## src/rtl/ex_result_buffer.sv

```systemverilog
// Execute-stage output register: W-op sign extension and x0 write suppression
// in front of a two-entry skid buffer, plus a forwarding port from the head entry.
module ex_result_buffer (
  input  logic        clk,
  input  logic        rst,
  input  logic        in_valid,
  output logic        in_ready,
  input  logic [63:0] in_result,
  input  logic [4:0]  in_rd,
  input  logic        in_wen,
  input  logic        in_word,
  input  logic        flush,
  output logic        out_valid,
  input  logic        out_ready,
  output logic [63:0] out_result,
  output logic [4:0]  out_rd,
  output logic        out_wen,
  output logic        fwd_valid,
  output logic [4:0]  fwd_rd,
  output logic [63:0] fwd_data
);

  // Encoding mirrors the valid bits: bit0 = head valid, bit1 = skid valid.
  typedef enum logic [1:0] {
    EMPTY = 2'b00,
    ONE   = 2'b01,
    FULL  = 2'b11
  } state_t;

  state_t      state, state_next;
  logic [63:0] h_result, s_result, cap_result;
  logic [4:0]  h_rd, s_rd;
  logic        h_wen, s_wen, cap_wen;
  logic        in_ready_q;
  logic        accept, transfer;
  logic        load_h_in, load_h_skid, load_s;

  always_comb begin
    accept      = in_valid & in_ready_q;
    transfer    = state[0] & out_ready;
    cap_result  = in_word ? {{32{in_result[31]}}, in_result[31:0]} : in_result;
    cap_wen     = in_wen & (in_rd != 5'd0);
    state_next  = state;
    load_h_in   = 1'b0;
    load_h_skid = 1'b0;
    load_s      = 1'b0;
    case (state)
      EMPTY: begin
        if (accept) begin
          state_next = ONE;
          load_h_in  = 1'b1;
        end
      end
      ONE: begin
        if (accept && transfer) begin
          load_h_in = 1'b1;
        end else if (accept) begin
          state_next = FULL;
          load_s     = 1'b1;
        end else if (transfer) begin
          state_next = EMPTY;
        end
      end
      FULL: begin
        if (transfer) begin
          state_next  = ONE;
          load_h_skid = 1'b1;
        end
      end
      default: state_next = EMPTY;
    endcase
    // Anything accepted alongside a flush is written but left invalid.
    if (flush) state_next = EMPTY;
  end

  always_ff @(posedge clk) begin
    if (rst) begin
      state      <= EMPTY;
      in_ready_q <= 1'b1;
      h_result   <= 64'd0;
      h_rd       <= 5'd0;
      h_wen      <= 1'b0;
      s_result   <= 64'd0;
      s_rd       <= 5'd0;
      s_wen      <= 1'b0;
    end else begin
      state      <= state_next;
      in_ready_q <= (state_next != FULL);
      if (load_h_in) begin
        h_result <= cap_result;
        h_rd     <= in_rd;
        h_wen    <= cap_wen;
      end else if (load_h_skid) begin
        h_result <= s_result;
        h_rd     <= s_rd;
        h_wen    <= s_wen;
      end
      if (load_s) begin
        s_result <= cap_result;
        s_rd     <= in_rd;
        s_wen    <= cap_wen;
      end
    end
  end

  assign in_ready   = in_ready_q;
  assign out_valid  = state[0];
  assign out_result = h_result;
  assign out_rd     = h_rd;
  assign out_wen    = h_wen;
  assign fwd_valid  = state[0] & h_wen;
  assign fwd_rd     = h_rd;
  assign fwd_data   = h_result;

endmodule

```

## config.mk

```make
export PLATFORM = sky130hd
export DESIGN_NAME = ex_result_buffer
export DESIGN_NICKNAME = d
export VERILOG_FILES = /design/src/rtl/ex_result_buffer.sv
export SDC_FILE = /design/constraint.sdc
export NUM_CORES = 1
export LEC_CHECK = 0
export CAP_MARGIN = 20
export CORE_MARGIN = 3
export CORE_UTILIZATION = 42
export CTS_CLUSTER_DIAMETER = 200
export DETAILED_ROUTE_END_ITERATION = 12
export GPL_ROUTABILITY_DRIVEN = 1
export GPL_TIMING_DRIVEN = 0
export PLACE_DENSITY = 0.77
export SYNTH_ARGS = -nofsm -noshare
export SYNTH_HDL_FRONTEND = slang
export SYNTH_SLANG_ARGS = --single-unit
```

## constraint.sdc

```tcl
create_clock -name clk -period 1.6 [get_ports clk]
set_input_delay 0.16 -clock clk [delete_from_list [all_inputs] [get_ports clk]]
set_output_delay 0.16 -clock clk [all_outputs]
set_load 0.03 [all_outputs]
```

==> results.ini <==
[status]
outcome = complete, but fails checks
violations = setup timing

[drt]
drcViolationCount = 0
vias = 7203
wl_met3_um = 1620
topRoutingLayerUsed = met4
wirelength_um = 23200
met2_length_um = 11000
wl_met1_um = 10100
drt_iter0_drc = 749
route.antenna.remaining_nets = 0
firstDrtPassIters = 6
avgRoutedWirePerCell_um = 18.6
viasPerCell = 5.78

[sta]
finalWorstSetupSlack_ns = -0.0492
finalCritPeriodShare_pct = 103
rsz0062_at_grt = yes
finalClockSkew_ns = 0.00575
clock.fmax_mhz = 606
tightest_slew_ns = 0.608
slew_headroom_pct = 59.4
fin_crit_ns = 1.65
setup_violations = 25
timing_hold_violations_final = 0
slew_viol_final = 0

[synthesis]
synthTopCellsByArea = dfxtp_1 (42%), a21oi_1 (10%), buf_4 (7.6%)
synthFlopType = dfxtp_1
synth_top_area_cell = dfxtp_1
synth_cell_types = 28
synth_nets = 854
synth_most_common_cell = dfxtp_1
synth_seq_area_share_pct = 42.0
synth_edf_count = 0
postSynthCellCount = 778
yosys_warnings = 0
synth.avg_cell_area_um2 = 8.77
synth_top_area_share_pct = 42.0
synthArstFlopShare_pct = 0
synth_seq_cells = 143
synth_common_cells = dfxtp_1 (143), a21oi_1 (141), clkbuf_1 (73), buf_4 (69), a211oi_1 (64)
netlist_area_mm2 = 0.00682

[clock_network]
tritoncts = built
holdBufCountCts = 0
h-tree-depth = 4
root_buffer = clkbuf_16
clock_latency_ns = 0.43
clock_path_buffers = 2
clkSinkCount = 143
cts-buffers-inserted = 17
clkTransAtPathRegs_ns = 0.06

[pwr]
power_per_cell_area_mw_per_mm2 = 954
vdd_drop_max_v = 0.000905
power_leakage_nw = 4.30
total_power_mw = 9.77

[flow_run]
maxCapViolCount = 0

[global_routing]
gr-total-overflow = 0
grt.total_usage_pct = 25.2
grt_pass1_wl_um = 36300
antenna_found_initial = 1
grt_pass1_vias = 6796
grt_max_degree = 20

[worst_hold_path]
worstHoldStart = flush
hold_depth = 2
hp-class = in2reg
worstHoldEndpoint = state[0]

[floorplanning]
die_x_um = 133
rows = 45
core_area_mm2 = 0.0155
dieHeight_um = 133
die-area_mm2 = 0.0178
ioPinCount = 218
start_util_pct = 43.9

[finish]
finalNetCount = 1097
area_growth_pct = 50.2
postLayoutCoreUtil_pct = 65.9
drive_gt1_share_pct = 23.0

[placement]
portBuffers = 217
gp_congestion = 0.854
dpl.hpwl_um = 15700

[worst_setup_path]
reg2reg_to = fwd_data[42]
r2r_cells = 5
critPathTopFamily = simple AND/OR/NAND/NOR gates
critPathKind = reg2reg
r2r_setup_slack_ns = -0.05
worstSetupEndpointType = flip-flop
cpPeakStageDelay_ns = 0.49
crit_buf_inv = 2
critPathMaxFanout = 8
cp.arrival_ns = 1.99
start_kind = flip-flop
cpMostUsedCell = buf_12
worstReg2RegStart = state[0]
cpMaxStageDelayCell = or4_4
crit_cells = 5
critical_path_required_ns = 1.94
crit_chain = nor2b_4, or4_4, buf_12, buf_12, o32ai_4

[placed cells by master (no fill, tap or decap), types with 2 or more instances in the layout]
cell / netlist / final
a211oi_1: 64 / 55
a211oi_2: 0 / 9
a21oi_1: 141 / 140
a32oi_1: 37 / 24
a32oi_2: 0 / 13
and2_1: 2 / 2
buf_12: 0 / 4
buf_16: 0 / 3
buf_2: 13 / 5
buf_4: 69 / 84
buf_6: 3 / 2
bufinv_16: 0 / 2
clkbuf_1: 73 / 27
clkbuf_16: 0 / 17
clkbuf_2: 0 / 34
clkbuf_4: 0 / 10
clkbuf_8: 0 / 5
clkdlybuf4s50_1: 0 / 75
clkinv_2: 0 / 6
clkinvlp_4: 0 / 2
dfxtp_1: 143 / 140
dfxtp_4: 0 / 3
dlygate4sd2_1: 0 / 141
inv_1: 2 / 2
nand2_1: 33 / 33
nand3_1: 37 / 37
nor2_1: 33 / 32
nor2b_4: 0 / 2
o2111ai_1: 2 / 2
o21ai_0: 38 / 38
o31ai_1: 38 / 38
o32ai_1: 2 / 2
o32ai_2: 30 / 23
o32ai_4: 0 / 7
or4_1: 3 / 2
[sequential cells by signal, indices dropped and copies added, names as in the netlist]
register and count:
out_wen 1, in_ready 1, s_wen 1, fwd_data 64
state 2, fwd_rd 5, s_rd 5, s_result 64
[area by class of cell]
cell class              instances  area (um2)
fillers                      1308        5300
multi-input cells             470        3310
flip-flops and latches        143        2870
repair buffers                226        2120
plain buffers                 160        1070
clock buffers                  21         480
well taps                     211         264
clock inverters                11         111
inverters                       3        11.3
diodes                          1        2.50
[metal layers]
metal	track usage, %	up-vias
met3	5.06	36
met2	38.4	343
met1	35.1	3463
met5	0	-
li1	-	3361
met4	9.77	0
[how the worst max path moves through the flow]
stage          startpoint           end  slack (ns)
3_3_place_gp          rst  fwd_data[25]       -0.77
2_1_floorplan    state[0]  fwd_data[40]       0.008
5_1_grt          state[0]  fwd_data[46]       -0.08
3_5_place_dp          rst  fwd_data[30]       -0.73
4_1_cts          in_ready  fwd_data[35]       -0.02
6_report         state[0]  fwd_data[42]       -0.05
[logic make-up after synthesis]
logic type             share of synthesized area (%)
AO/OA/AOI/OAI                                   36.9
buffers and inverters                           13.4
flip-flops                                      42.0
AND/OR/NAND/NOR                                 7.71
[repair_timing]
action / 4_1_cts / 5_1_grt
endpoints found under the setup margin: 280 / 115
hold endpoints to repair: 0 / 0
buffers inserted: 6 / 0
gates resized for setup: 221 / 76
gates cloned: 3 / 0
pin swaps: 23 / 11
[worst reg2reg max path, delay by kind of cell, from the launching register on]
family	cells	cell delay [ns]
and+or+nand+nor	2	0.62
DFF	1	0.36
buffers and inverters	2	0.33
AOI/OAI and AO/OA	1	0.26
[through the flow]
stage          hold WS (ns)  setup TNS, ns  area [um2]  instances  setup WS (ns)
6_report              0.300         -0.464       10200       1246        -0.0492
5_1_grt               0.336          -1.53       10200       1246        -0.0838
4_1_cts               0.282         -0.117       10000       1246        -0.0243
3_5_place_dp          0.466         -86.40        9270       1206         -0.735
3_3_place_gp          0.460         -83.36        9270       1206         -0.769
2_1_floorplan         0.232              0        6830        778        0.00754
[report_power, final]
part | leakage [nW] | switching (mW) | internal [mW]
registers | 1.17 | 0.107 | 3.70
clock network | 0.295 | 1.53 | 2.44
logic | 2.84 | 1.17 | 0.829
total | 4.30 | 2.80 | 6.97
No activity file was read; power rests on OpenSTA's default activity.
